$ cat src/rtl/matchstick_pkg.sv
// Shared types and widths for the matchstick turn sequencer.
package matchstick_pkg;

    localparam int STICK_W = 16;
    localparam int TAKE_W  = 4;

    typedef enum logic [1:0] {
        IDLE,
        WAIT_MOVE,
        GAME_OVER
    } state_e;

    typedef logic player_t;

endpackage

$ cat src/rtl/btn_debounce.sv
// Debounces one raw pushbutton into a clean level plus a single-cycle press pulse.
// Level and press rise together, DEB_CYCLES clocks after the first high sample; no backpressure.
module btn_debounce #(
    parameter int DEB_CYCLES = 64
) (
    input  logic clk,
    input  logic rst,
    input  logic raw,
    output logic level,
    output logic press
);

    localparam int CNT_W = (DEB_CYCLES > 1) ? $clog2(DEB_CYCLES) : 1;

    logic [CNT_W-1:0] cnt_q, cnt_d;
    logic             level_q, level_d;
    logic             press_q, press_d;

    always_comb begin
        cnt_d   = cnt_q;
        level_d = level_q;
        if (!raw) begin
            cnt_d   = '0;
            level_d = 1'b0;
        end else if (!level_q) begin
            // the sample that completes the run flips the level directly
            if (cnt_q == CNT_W'(DEB_CYCLES - 1)) begin
                level_d = 1'b1;
            end else begin
                cnt_d = cnt_q + 1'b1;
            end
        end
        press_d = level_d & ~level_q;
    end

    always_ff @(posedge clk) begin
        if (rst) begin
            cnt_q   <= '0;
            level_q <= 1'b0;
            press_q <= 1'b0;
        end else begin
            cnt_q   <= cnt_d;
            level_q <= level_d;
            press_q <= press_d;
        end
    end

    assign level = level_q;
    assign press = press_q;

endmodule

$ cat src/rtl/matchstick_turn_sequencer.sv
// Two-player matchstick game sequencer: owns the pile, validates moves, forces a move on turn timeout.
// Moves land one clock after the debounced press pulse; all outputs are registered, no backpressure.
module matchstick_turn_sequencer
    import matchstick_pkg::*;
#(
    parameter int INIT_STICKS    = 100,
    parameter int MAX_TAKE       = 10,
    parameter int DEB_CYCLES     = 64,
    parameter int TIMEOUT_CYCLES = 500000000
) (
    input  logic               clk,
    input  logic               rst,
    input  logic               start_btn,
    input  logic               p0_btn,
    input  logic               p1_btn,
    input  logic [TAKE_W-1:0]  p0_take,
    input  logic [TAKE_W-1:0]  p1_take,
    output logic [STICK_W-1:0] sticks,
    output player_t            turn,
    output logic               wrong,
    output logic               finish,
    output player_t            winner,
    output logic               timeout_pulse,
    output logic               active
);

    localparam int TMR_W = (TIMEOUT_CYCLES > 1) ? $clog2(TIMEOUT_CYCLES) : 1;
    localparam logic [TMR_W-1:0] TMR_LAST = TMR_W'(TIMEOUT_CYCLES - 1);

    logic start_press, p0_press, p1_press;
    logic [2:0] unused_levels;

    btn_debounce #(.DEB_CYCLES(DEB_CYCLES)) u_deb_start (
        .clk(clk), .rst(rst), .raw(start_btn), .level(unused_levels[0]), .press(start_press)
    );
    btn_debounce #(.DEB_CYCLES(DEB_CYCLES)) u_deb_p0 (
        .clk(clk), .rst(rst), .raw(p0_btn), .level(unused_levels[1]), .press(p0_press)
    );
    btn_debounce #(.DEB_CYCLES(DEB_CYCLES)) u_deb_p1 (
        .clk(clk), .rst(rst), .raw(p1_btn), .level(unused_levels[2]), .press(p1_press)
    );

    state_e             state_q, state_d;
    logic [STICK_W-1:0] sticks_q, sticks_d;
    player_t            turn_q, turn_d;
    logic               wrong_q, wrong_d;
    logic               finish_q, finish_d;
    player_t            winner_q, winner_d;
    logic               timeout_pulse_q, timeout_pulse_d;
    logic               active_q, active_d;
    logic [TMR_W-1:0]   timer_q, timer_d;

    logic               cur_press;
    logic [STICK_W-1:0] take_ext;
    logic               take_ok;
    logic               timer_exp;
    logic               apply_move;
    logic [STICK_W-1:0] amount;

    // only the player on turn is ever listened to
    always_comb begin
        cur_press = turn_q ? p1_press : p0_press;
        take_ext  = STICK_W'(turn_q ? p1_take : p0_take);
        take_ok   = (take_ext != '0) && (take_ext <= STICK_W'(MAX_TAKE)) && (take_ext <= sticks_q);
        timer_exp = (timer_q == TMR_LAST);
    end

    always_comb begin
        state_d         = state_q;
        sticks_d        = sticks_q;
        turn_d          = turn_q;
        wrong_d         = wrong_q;
        finish_d        = finish_q;
        winner_d        = winner_q;
        timeout_pulse_d = 1'b0;
        active_d        = active_q;
        timer_d         = timer_q;
        apply_move      = 1'b0;
        amount          = '0;

        case (state_q)
            IDLE, GAME_OVER: begin
                if (start_press) begin
                    state_d  = WAIT_MOVE;
                    sticks_d = STICK_W'(INIT_STICKS);
                    turn_d   = 1'b0;
                    wrong_d  = 1'b0;
                    finish_d = 1'b0;
                    active_d = 1'b1;
                    timer_d  = '0;
                end
            end
            WAIT_MOVE: begin
                // saturating: an illegal press in the last cycle defers the forced move by one clock
                if (!timer_exp) begin
                    timer_d = timer_q + 1'b1;
                end
                if (cur_press) begin
                    if (take_ok) begin
                        apply_move = 1'b1;
                        amount     = take_ext;
                    end else begin
                        wrong_d = 1'b1;
                    end
                end else if (timer_exp) begin
                    apply_move      = 1'b1;
                    amount          = STICK_W'(1);
                    timeout_pulse_d = 1'b1;
                end
                if (apply_move) begin
                    sticks_d = sticks_q - amount;
                    wrong_d  = 1'b0;
                    timer_d  = '0;
                    if (sticks_d == '0) begin
                        state_d  = GAME_OVER;
                        finish_d = 1'b1;
                        active_d = 1'b0;
                        winner_d = ~turn_q;
                    end else begin
                        turn_d = ~turn_q;
                    end
                end
            end
            default: state_d = IDLE;
        endcase
    end

    always_ff @(posedge clk) begin
        if (rst) begin
            state_q         <= IDLE;
            sticks_q        <= STICK_W'(INIT_STICKS);
            turn_q          <= 1'b0;
            wrong_q         <= 1'b0;
            finish_q        <= 1'b0;
            winner_q        <= 1'b0;
            timeout_pulse_q <= 1'b0;
            active_q        <= 1'b0;
            timer_q         <= '0;
        end else begin
            state_q         <= state_d;
            sticks_q        <= sticks_d;
            turn_q          <= turn_d;
            wrong_q         <= wrong_d;
            finish_q        <= finish_d;
            winner_q        <= winner_d;
            timeout_pulse_q <= timeout_pulse_d;
            active_q        <= active_d;
            timer_q         <= timer_d;
        end
    end

    assign sticks        = sticks_q;
    assign turn          = turn_q;
    assign wrong         = wrong_q;
    assign finish        = finish_q;
    assign winner        = winner_q;
    assign timeout_pulse = timeout_pulse_q;
    assign active        = active_q;

endmodule
$ cat config.mk
export PLATFORM = sky130hd
export DESIGN_NAME = matchstick_turn_sequencer
export DESIGN_NICKNAME = d
export VERILOG_FILES = /design/src/rtl/matchstick_pkg.sv /design/src/rtl/btn_debounce.sv /design/src/rtl/matchstick_turn_sequencer.sv
export SDC_FILE = /design/constraint.sdc
export NUM_CORES = 1
export LEC_CHECK = 0
export CAP_MARGIN = 20
export CORE_AREA = 3 3 89 83
export CTS_BUF_LIST = sky130_fd_sc_hd__clkbuf_4
export CTS_CLUSTER_DIAMETER = 60
export CTS_CLUSTER_SIZE = 28
export DETAILED_ROUTE_END_ITERATION = 10
export DIE_AREA = 0 0 92 86
export GPL_TIMING_DRIVEN = 0
export PLACE_DENSITY_LB_ADDON = 0.25
export SKIP_CTS_REPAIR_TIMING = 1
export SYNTH_ARGS = -nofsm -noshare
export SYNTH_HDL_FRONTEND = slang
export SYNTH_SLANG_ARGS = --single-unit
$ cat constraint.sdc
create_clock -name clk -period 6.1 [get_ports clk]
set_input_delay 0.915 -clock clk [delete_from_list [all_inputs] [get_ports clk]]
set_output_delay 0.915 -clock clk [all_outputs]
set_load 0.1 [all_outputs]
; ---- After elaboration in Yosys (flattened, before gate mapping)
; Index checks and enable logic that the tools add are counted.
[op_classes]
mul = 0
n_div = 0
eq_ne = 13
shifts = 0
bitwise = 14
addsub = 5
reduce_logical = 21
n_lt_le_gt_ge = 2
mux = 45
[op_table]
columns = cell, count
row1 = 2-to-1 mux 29 bit, 3
row2 = 2-to-1 mux 16 bit, 4
row3 = one-hot mux 29 bit (2 select lines), 1
row4 = one-hot mux 16 bit (2 select lines), 1
row5 = "adder 29 x 1 -> 29 bit, second input constant", 1
row6 = "== test 29 bit, second input constant", 1
row7 = 2-to-1 mux 1 bit, 26
row8 = "adder 6 x 1 -> 6 bit, second input constant", 3
row9 = "== test 6 bit, second input constant", 3
row10 = <= comparator 4 x 16 -> 1 bit, 1
row11 = logical NOT 16 bit, 1
row12 = nonzero test 16 bit, 1
row13 = subtractor 16 bit, 1
row14 = AND reduction 3 bit, 4
row15 = AND reduction 4 bit, 3
row16 = inverter 1 bit, 11
row17 = "!= test 3 bit, second input constant", 3
row18 = 2-to-1 mux 4 bit, 2
row19 = one-hot mux 1 bit (2 select lines), 4
row20 = OR reduction 2 bit, 4
row21 = 2-to-1 mux 2 bit, 3
row22 = "!= test 2 bit, second input constant", 3
row23 = AND reduction 2 bit, 3
row24 = "<= comparator 4 bit, second input constant", 1
row25 = other kinds (9), 12
[totals]
word_cells = 118
n_memories = 0
latch_bits = 0
mem_bits_ro = 0
regBits = 77
mem_bits_rw = 0

; ---- Depth between registers and ports, before layout
[depth]
word_depth = 12
depth_mapped = 20

; ---- Cells and area by module
; Synthesis repeated with hierarchy kept, for this count alone.
[unflattened]
hier_cells = 500
hier_area_um2 = 4184.0
[by_module_without_submodules]
columns = mod, cells_each, area_each_um2, instances
row1 = matchstick_turn_sequencer, 386, 3080.5, 1
row2 = btn_debounce, 38, 367.9, 3

; ---- Worst setup path after synthesis
; Ideal clock, no wire load.
[synth_timing]
kind = register to register
from = register turn_q, in the netlist turn
to = register winner_q, in the netlist winner
setup_ns = 0.070
stages_incl_launch_ff = 20
path_slack_ns = 0.753
path_buffers = 1
synth_period_minus_slack_ns = 5.347
required_time_ns = 6.030
arrival_time_ns = 5.276
cell_sequence = dfxtp_1 -> buf_2 -> mux2_2 -> ha_1 -> nor2b_1 -> o211ai_1 -> a211oi_4 -> nor2_1 -> nand2_1 -> nand2_1 -> ha_1 -> inv_1 -> fa_1 -> a21o_1 -> a2111o_1 -> or3_4 -> a2111oi_4 -> nand4_1 -> or2_0 -> a21oi_1
[synth_between]
elab_chain_len = 10
[synth_lines]
columns = item, line_no
row1 = from (decl), matchstick_turn_sequencer.sv:45  ; player_t turn_q, turn_d;
row2 = from (signal assigned), matchstick_turn_sequencer.sv:142  ; turn_q <= turn_d;
row3 = branches (longest 10 deep; another with <= comparator 4 x 16 -> 1 bit), n/a
row4 = to (signal assigned), matchstick_turn_sequencer.sv:145  ; winner_q <= winner_d;
row5 = to (decl), matchstick_turn_sequencer.sv:48  ; player_t winner_q, winner_d;
; Parallel ways; which one is timed is not known. The select of a mux whose other input is x is not followed.
; A chain may end at the register's enable or synchronous reset.

; ---- Worst setup path after layout
[layout_timing]
from = input p0_take[1]
to = register winner_q, in the netlist winner
[layout_between]
elab_chain_len = 10
[layout_lines]
columns = item, line_no
row1 = from (decl), matchstick_turn_sequencer.sv:16  ; input logic [TAKE_W-1:0] p0_take,
row2 = 2-to-1 mux 4 bit *, matchstick_turn_sequencer.sv:63  ; take_ext = STICK_W'(turn_q ? p1_take : p0_take);
row3 = branches (longest 8 deep; another with <= comparator 4 x 16 -> 1 bit), n/a
row4 = AND reduction 3 bit (no line) *, n/a
; Mark *: on every way between the ends. The select of a mux whose other input is x is not followed.

==> reports/metrics.yaml <==
cp.arrival_ns: 5.95
slew_headroom_pct: 34.9
clk_pin_slew_ns: 0.13
critPathSlowestCell: "a2111o_1"
peakVddDrop_mv: 0.199
ant_nets: 0
yosysMostFrequentCell: "dfxtp_1"
syn_area_um2: 3900
clock_latency_ns: 0.44
gp_congestion: 0.904
ys_top_cells_by_area: "dfxtp_1 (40%), nor2_1 (6.4%), xor2_1 (5.6%)"
final.setup_skew_ns: 0.0134
grt_remaining_overflow: 0
cp.buffers_inverters: 2
hold_viol_final: 0
fill_cells: 566
post-place-ws_ns: 0.147
syn2layout_area_growth_pct: 15.0
die-area_um2: 7910
worstHoldPathType: "flip-flop to flip-flop"
synth.top_cell.area_share_pct: 39.6
synth_commonest_cells: "dfxtp_1 (77), nor2_1 (66), nand2_1 (32)"
maxSlewViolCount: 0
die_y_um: 86
synth-seq-cells: 77
grt_pass1_vias: 3333
setup-violations-final: 0
crit_end: "winner"
rsz0062_at_grt: "no"
synth_area_leader_cell: "dfxtp_1"
grt_max_degree: 15
num_antenna_cells: 0
die_w_um: 92
clockBufferDepth: 2
post_drt_wl_per_cell_um: 15.1
ff_latch_area_um2: 1540
cts_max_level: 3
syn_nets: 481
ctsRootBufferMaster: "clkbuf_4"
cts_made_buffers: 9
ys_types: 62
ys_seq_area_share_pct: 39.6
crit_path_start_kind: "primary input"
synth_async_sr_flop_share_pct: 0
setup_slack_ns: 0.523
period_minus_slack_ns: 5.58
required_ns: 6.47
multi_input_area_um2: 2260
stdcell_area_um2: 4480
cp.depth: 19
startpoint: "p0_take[1]"
power_density_nw_per_um2: 194
outcome: "completed"
synth-edff-count: 0
final_util_pct: 68.8
boundaryPins: 35
ys.flop_type: "dfxtp_1"
start_util_pct: 59.8
drt_wl_total_um: 8970
hold_depth: 1
via_per_inst: 5.94
worstMarginPinSlew_ns: 0.974
path_max_fanout: 7
placed_area_um2: 4340
final.setup.tns_ns: 0
core_area_um2: 6520
vias: 3530
drtPass1Iterations: 6
io_buffers: 33
total_leakage_power_nw: 1.56
r2r_slack_ns: 0.70
syn_inst: 455
rows: 28
fin_crit_sh_pct: 91.4
max_cap_violations: 0
drt_iter0_markers: 208
drive_above_1_share_pct: 7.74
r2r-start: "turn"
dp.final_hpwl_um: 6540
r2r-end: "winner"
crit_family: "simple AND/OR/NAND/NOR gates"
final_cells: 594
path_cells: "clkdlybuf4s50_1, mux2_2, ha_1, nor2b_1, o211ai_1, a211oi_4, nor2_1, nand2_1, nand2_1, ha_1, inv_1, fa_1, a21o_1, a2111o_1, or3_4, a2111oi_4, nand4_1, or2_0, a21oi_1"
critPathMaxStageDelay_ns: 0.47
final_nets: 525
post-place-cells: 578
yosys_warnings: 0
avgSynthCellArea_um2: 8.56
cts_num_sinks: 77
reg2reg_depth: 19
drc: 0
grt_usage_pct: 24.1
grt_pass1_wl_um: 15600
fmax_mhz: 179
grt_antenna_before_repair: 0
cts_tree: "done"
cp-end-kind: "flip-flop"
crit_type: "primary input to flip-flop"
-- routing by layer --
layer,global-route usage (%),wire length [um]
met5,0,0
met4,7.42,126
met3,6.49,581
met2,38.5,4110
met1,32.0,4160
-- layout make-up --
type / instances / area share, %
buffer: 15 / 1.42
clock inverter: 7 / 1.65
tap: 90 / 2.51
sequential: 77 / 34.4
multi-input combinational: 354 / 50.4
clock buffer: 9 / 1.51
timing repair buffer: 33 / 7.37
inverter: 9 / 0.754
-- layout by cell type, fill, tap and decap left out, types with 8 or more instances in the layout --
master,netlist,final
nand3_1,12,12
xnor2_1,8,8
ha_1,12,12
xor2_1,25,25
and3_1,9,9
o21ai_0,24,24
nand2_1,32,32
clkdlybuf4s50_1,0,33
clkbuf_4,0,9
nor2_1,66,66
a21oi_1,24,24
nand4_1,24,24
clkbuf_1,8,8
nor3_1,12,12
o31ai_1,8,8
dfxtp_1,77,77
inv_1,9,9
-- logic make-up (layout without fill, tap and decap cells) --
family                   count (synthesis)  count (layout)  share of synthesized area, %
AO/OA/AOI/OAI                           86              86                          14.6
XOR/XNOR                                33              33                          7.42
adder cells (fa/ha/maj)                 13              13                          4.37
buffers and inverters                   24              73                          2.50
flip-flops                              77              77                          39.6
multiplexers                            11              11                          2.99
AND/OR/NAND/NOR                        211             211                          28.5
-- how the worst min path moves through the flow --
stage | start | endpoint | slack, ns
4_1_cts | u_deb_p1.level | u_deb_p1.press | 0.42
6_report | u_deb_p1.level | u_deb_p1.press | 0.42
3_3_place_gp | u_deb_p0.level | u_deb_p0.press | 0.41
2_1_floorplan | u_deb_p0.level | u_deb_p0.press | 0.40
3_5_place_dp | u_deb_p1.level | u_deb_p1.press | 0.42
5_1_grt | u_deb_p1.level | u_deb_p1.press | 0.45
-- state kept, by name, summed over array words and instances (netlist names), 2 cells and up --
name and count:
state_q 2, u_deb_start.cnt_q 6, u_deb_p1.cnt_q 6, sticks 16, u_deb_p0.cnt_q 6, timer_q 29
-- worst reg2reg max path, delay by kind of cell (launching register included) --
kind	cells	cell delay, ns
fa+ha+maj	3	0.87
mux	1	0.41
simple gates	7	1.73
buf+inv	2	0.31
compound gates	6	1.67
flops	1	0.34
-- report_power, final --
part	switching, mW	total (mW)	internal (mW)
Sequential	0.00345	0.509	0.506
Combinational	0.0250	0.0418	0.0167
Clock	0.194	0.320	0.126
-- through the flow --
| step | hold slack, ns | power (mW) |
|---|---|---|
| detailed placement | 0.417 | 0.562 |
| global route | 0.449 | 0.902 |
| floorplan | 0.402 | 0.546 |
| global placement | 0.414 | 0.560 |
| finish | 0.420 | 0.871 |
| CTS | 0.416 | 0.876 |
Note: power is estimated with default switching activity, not from simulation.
